**src/rtl/ysyx_22041461_sram_arb.sv**
```systemverilog
// Round-robin arbiter that lets two requesters share one single-port SRAM.
// Only one transaction is in flight at a time: IDLE -> ACCESS -> CAPTURE -> RESP.
module ysyx_22041461_sram_arb #(
  parameter int Bits      = 128,
  parameter int Add_Width = 6
) (
  input  logic                 CLK,
  input  logic                 RST_N,
  input  logic                 m0_req_valid,
  output logic                 m0_req_ready,
  input  logic                 m0_req_wen,
  input  logic [Add_Width-1:0] m0_req_addr,
  input  logic [Bits-1:0]      m0_req_wdata,
  input  logic [Bits-1:0]      m0_req_wmask,
  output logic                 m0_resp_valid,
  input  logic                 m0_resp_ready,
  output logic [Bits-1:0]      m0_resp_rdata,
  input  logic                 m1_req_valid,
  output logic                 m1_req_ready,
  input  logic                 m1_req_wen,
  input  logic [Add_Width-1:0] m1_req_addr,
  input  logic [Bits-1:0]      m1_req_wdata,
  input  logic [Bits-1:0]      m1_req_wmask,
  output logic                 m1_resp_valid,
  input  logic                 m1_resp_ready,
  output logic [Bits-1:0]      m1_resp_rdata,
  output logic                 sram_CEN,
  output logic                 sram_WEN,
  output logic [Bits-1:0]      sram_BWEN,
  output logic [Add_Width-1:0] sram_A,
  output logic [Bits-1:0]      sram_D,
  input  logic [Bits-1:0]      sram_Q
);

  typedef enum logic [1:0] {IDLE, ACCESS, CAPTURE, RESP} state_e;

  state_e               state_q;
  logic                 last_grant_q;
  logic                 owner_q;
  logic                 wen_q;
  logic [Bits-1:0]      rdata_q;
  logic [1:0]           resp_valid_q;
  logic                 sram_cen_q;
  logic                 sram_wen_q;
  logic [Bits-1:0]      sram_bwen_q;
  logic [Add_Width-1:0] sram_a_q;
  logic [Bits-1:0]      sram_d_q;

  logic                 grant;
  logic                 handshake;
  logic                 owner_resp_ready;
  logic                 sel_wen;
  logic [Add_Width-1:0] sel_addr;
  logic [Bits-1:0]      sel_wdata;
  logic [Bits-1:0]      sel_wmask;

  // With both requesters pending, the one that did not win last time goes next.
  always_comb begin
    grant = ~last_grant_q;
    if (m0_req_valid && !m1_req_valid) grant = 1'b0;
    else if (!m0_req_valid && m1_req_valid) grant = 1'b1;
  end

  assign handshake = RST_N && (state_q == IDLE) && (m0_req_valid || m1_req_valid);
  assign m0_req_ready = handshake && !grant;
  assign m1_req_ready = handshake && grant;

  always_comb begin
    sel_wen   = m0_req_wen;
    sel_addr  = m0_req_addr;
    sel_wdata = m0_req_wdata;
    sel_wmask = m0_req_wmask;
    if (grant) begin
      sel_wen   = m1_req_wen;
      sel_addr  = m1_req_addr;
      sel_wdata = m1_req_wdata;
      sel_wmask = m1_req_wmask;
    end
  end

  assign owner_resp_ready = owner_q ? m1_resp_ready : m0_resp_ready;

  always_ff @(posedge CLK or negedge RST_N) begin
    if (!RST_N) begin
      // NOTE: the wide data buffers are reset too, so every output is defined the instant RST_N falls.
      state_q      <= IDLE;
      last_grant_q <= 1'b1;
      owner_q      <= 1'b0;
      wen_q        <= 1'b0;
      rdata_q      <= '0;
      resp_valid_q <= '0;
      sram_cen_q   <= 1'b1;
      sram_wen_q   <= 1'b1;
      sram_bwen_q  <= '1;
      sram_a_q     <= '0;
      sram_d_q     <= '0;
    end else begin
      unique case (state_q)
        IDLE: if (handshake) begin
          owner_q      <= grant;
          last_grant_q <= grant;
          wen_q        <= sel_wen;
          sram_cen_q   <= 1'b0;
          sram_wen_q   <= ~sel_wen;
          sram_bwen_q  <= sel_wen ? ~sel_wmask : '1;
          sram_a_q     <= sel_addr;
          sram_d_q     <= sel_wdata;
          state_q      <= ACCESS;
        end
        ACCESS: begin
          sram_cen_q  <= 1'b1;
          sram_wen_q  <= 1'b1;
          sram_bwen_q <= '1;
          sram_a_q    <= '0;
          sram_d_q    <= '0;
          state_q     <= CAPTURE;
        end
        CAPTURE: begin
          rdata_q      <= wen_q ? '0 : sram_Q;
          resp_valid_q <= owner_q ? 2'b10 : 2'b01;
          state_q      <= RESP;
        end
        RESP: if (owner_resp_ready) begin
          resp_valid_q <= '0;
          state_q      <= IDLE;
        end
        default: state_q <= IDLE;
      endcase
    end
  end

  assign m0_resp_valid = resp_valid_q[0];
  assign m1_resp_valid = resp_valid_q[1];
  assign m0_resp_rdata = resp_valid_q[0] ? rdata_q : '0;
  assign m1_resp_rdata = resp_valid_q[1] ? rdata_q : '0;

  assign sram_CEN  = sram_cen_q;
  assign sram_WEN  = sram_wen_q;
  assign sram_BWEN = sram_bwen_q;
  assign sram_A    = sram_a_q;
  assign sram_D    = sram_d_q;

endmodule

```
**config.mk**
```make
export PLATFORM = sky130hd
export DESIGN_NAME = ysyx_22041461_sram_arb
export DESIGN_NICKNAME = d
export VERILOG_FILES = /design/src/rtl/ysyx_22041461_sram_arb.sv
export SDC_FILE = /design/constraint.sdc
export NUM_CORES = 1
export LEC_CHECK = 0
export ABC_AREA = 1
export BUFFER_PORTS_ARGS = -buffer_cell sky130_fd_sc_hd__buf_2
export CAP_MARGIN = 20
export CELL_PAD_IN_SITES_DETAIL_PLACEMENT = 0
export CELL_PAD_IN_SITES_GLOBAL_PLACEMENT = 2
export CORE_AREA = 3 3 463 465
export DETAILED_ROUTE_END_ITERATION = 8
export DIE_AREA = 0 0 466 468
export GPL_TIMING_DRIVEN = 0
export PLACE_DENSITY_LB_ADDON = 0.1
export SLEW_MARGIN = 20
export SYNTH_ARGS = -nofsm -noshare
export SYNTH_HDL_FRONTEND = slang
export SYNTH_SLANG_ARGS = --single-unit
```
**constraint.sdc**
```tcl
create_clock -name CLK -period 3.4 [get_ports CLK]
set_clock_uncertainty 0.15 [all_clocks]
set_input_delay 0.68 -clock CLK [delete_from_list [all_inputs] [get_ports CLK]]
set_output_delay 0.68 -clock CLK [all_outputs]
set_load 0.01 [all_outputs]
```
==> summary.txt <==
Status
  • Outcome: completed

CTS
  • Skew-Pair Late Insertion Delay: 660 ps
  • Root Buffer: clkbuf_16
  • CTS tree: built
  • Clock transition at path regs: 50 ps
  • Clock tree buffer depth: 3
  • CTS Buf Count: 67
  • Postcts setup bufs: 0
  • CTS H-Tree Depth: 3
  • Clk sinks: 399

Synth
  • Ranking of synthesized cells by area: dfrtp_1 (31%), dfstp_2 (16%), nand2_1 (12%)
  • Cells after Synth: 3019
  • Synth top area share: 31.0%
  • Number of distinct library cells after synthesis: 20
  • Sequential element share of the synthesized area: 46.8%
  • Cell taking the most area after synthesis: dfrtp_1
  • Syn Nets: 3684
  • Synthesized area per cell: 7.18 µm²
  • Post-synth EDFFs: 0
  • Post-synth design cell area: 0.0217 mm²
  • Dominant synthesized flop cell: dfrtp_1
  • Most common cell in the netlist: nand2_1
  • Commonest cells post-synth: nand2_1 (666), inv_1 (652), o21ai_0 (399)
  • Post-synth ARST share: 100%
  • FF+latch count, synth: 399
  • Warnings from Yosys: 0

Detailed routing
  • Wire per inst: 25.0 µm
  • Post-DRT Antenna Nets: 0
  • Routed wire length: 181000 µm
  • Vias: 25500
  • Via density: 3.53
  • Pre-antenna DRT Iters: 5
  • Initial DRC Count: 1181
  • Drt drc: 0

Critical path
  • Crit path capture type: primary output
  • Slowest cell on the critical path: dfrtp_1
  • Arrival @ worst endpoint: 2330 ps
  • CP Data Required Time: 2570 ps
  • Worst-path cell chain: clkbuf_8, clkbuf_1, nand2_1, inv_1, buf_2
  • Crit path max-delay family: buffers and inverters
  • WS Path Type: reg -> out
  • Crit path launch type: register
  • CP Max Fanout: 10
  • CP peak stage delay: 520 ps
  • Worst R2R Setup Slack: 510 ps
  • Worst path bufs/invs: 4
  • RR Endpoint: sram_D[34]
  • R2R depth: 9
  • Worst r2r src: state_q[0]

STA
  • Final period util: 92.9%
  • Final TNS setup: 0 ps
  • RSZ-0062 raised after global routing: false
  • Slew at the pin closest to its max-slew limit: 867 ps
  • Tmin final: 3160 ps
  • # setup viols final: 0
  • PnR worst setup slack: 241 ps
  • Achievable Freq: 317 MHz
  • Fin. max-slew vios: 0
  • Slew HR: 42.2%
  • Final hold viol count: 0

Die
  • I/O pins: 1184
  • Total core area: 0.210 mm²
  • Chip Height: 468 µm
  • # rows: 168
  • Initial cell density of the core: 10.3%
  • Die width: 466 µm
  • Die area: 0.218 mm²

Place
  • Gpl congestion: 0.810
  • Place WS: -791 ps
  • Port Buffer Count: 1183
  • Placed Instance Area: 0.0313 mm²
  • Post-detail-place hpwl: 148000 µm

Finish
  • Final core occ: 16.3%
  • # fillers: 24700
  • Fraction of layout cells with a size suffix above 1: 35.7%
  • Final nets: 4990
  • Final Cell Area: 0.0342 mm²
  • Area grow syn2layout: 57.9%

Power
  • Leakage power: 0.0189 µW
  • Power Density: 854 mW/mm²
  • Peak supply drop: 0.000289 V

Global routing
  • First-pass GRT wire length: 239000 µm
  • Vias in the first global route: 26700
  • Initial antenna violation count: 197
  • Global Route Usage Sum: 15.9%
  • Total gr overflow: 0
  • Largest net degree at the start of global routing: 74

Min path
  • Type of the most critical hold path: in -> async

Flow run
  • Max-Cap Viols: 0
flip-flops by register name, indices dropped and copies added, names as in the netlist:
signal        count
sram_A            6
sram_D          128
sram_BWEN       128
wen_q             1
last_grant_q      1
sram_WEN          1
owner_q           1
state_q           2
sram_CEN          1
rdata_q         128
resp_valid_q      2
final cells by class:
type	count	area [µm²]	share of cell area, %
clock inverter	23	254	0.742
sequential	399	10100	29.7
clock buffer	97	1890	5.52
inverter	654	2450	7.18
tap	2805	3510	10.3
multi-input combinational	1739	7930	23.2
buffer	226	1180	3.44
timing repair buffer	1238	6730	19.7
antenna	46	115	0.336
cells by family (layout without fill, tap and decap cells):
kind of cell,count (synthesis),in the layout,synth area share (%)
adders and majority gates,5,5,0.289
and+or+nand+nor,1072,1072,21.0
other,0,46,0
AOI/OAI and AO/OA,662,662,15.3
DFF,399,399,46.8
buffers and inverters,881,2238,16.6
power by group:
part	switching, µW	total, µW	internal (µW)
sequential	1270	8350	7090
combinational	9660	13800	4170
clock	2980	7020	4050
total	13900	29200	15300
routing by layer:
metal	share of wire, %	up-vias	wire length, µm	global-route usage, %
li1	-	12100	-	-
met1	37	11900	67000	17.0
met2	50	1025	91100	28.9
met3	9.9	372	17900	6.98
met4	2.1	134	3730	3.15
met5	0.48	-	870	0
cells in the final DEF (no fill, tap or decap):
master,instances
clkinv_16,1
clkinv_8,3
nand2_4,3
inv_1,652
inv_16,1
nor2_1,11
clkbuf_2,15
a21oi_1,137
clkbuf_16,67
nand3_1,388
clkinv_2,12
buf_6,21
dfrtp_1,268
nand2_2,1
ha_1,5
o21ai_1,126
nor2_4,2
buf_4,9
buf_16,10
nand2_1,665
bufbuf_16,2
buf_2,1259
inv_2,2
or2_1,1
clkbuf_8,11
inv_6,2
buf_12,3
diode_2,46
o21ai_0,399
clkbuf_4,4
bufinv_16,2
dlygate4sd3_1,41
clkbuf_1,112
nand3_2,1
dfstp_2,131
buf_1,7
clkinv_4,2
per-stage QoR:
| stage | power (µW) | cells | hold slack, ps |
|---|---|---|---|
| 6_report | 29200 | 7227 | 99.7 |
| 5_1_grt | 31800 | 7192 | 45.5 |
| 4_1_cts | 30500 | 7181 | 0.136 |
| 3_5_place_dp | 22800 | 7013 | 317 |
| 3_3_place_gp | 22900 | 7007 | 312 |
| 2_1_floorplan | 15100 | 3019 | 234 |
how the worst max path moves through the flow:
stage,startpoint,endpoint,cells after the start
after floorplan,m0_req_valid,m1_req_ready,5
after global placement,RST_N,sram_D[34],8
after detailed placement,RST_N,sram_D[34],10
after CTS,resp_valid_q[1],m1_resp_rdata[70],5
after global routing,resp_valid_q[0],m0_resp_rdata[53],5
final,resp_valid_q[0],m0_resp_rdata[53],5
worst min-delay path, stage by stage:
cell and delay (ps):
buf_12 110, buf_16 120, buf_16 130, buf_12 200
what timing repair did:
action                                  CTS  global route
hold buffers                             47             0
cloned                                    2             0
resized for setup                        30             2
endpoints found under the hold margin    95             0
endpoints found under the setup margin  233             3
pin swaps                                 0             0
No activity file was read; power rests on OpenSTA's default activity.
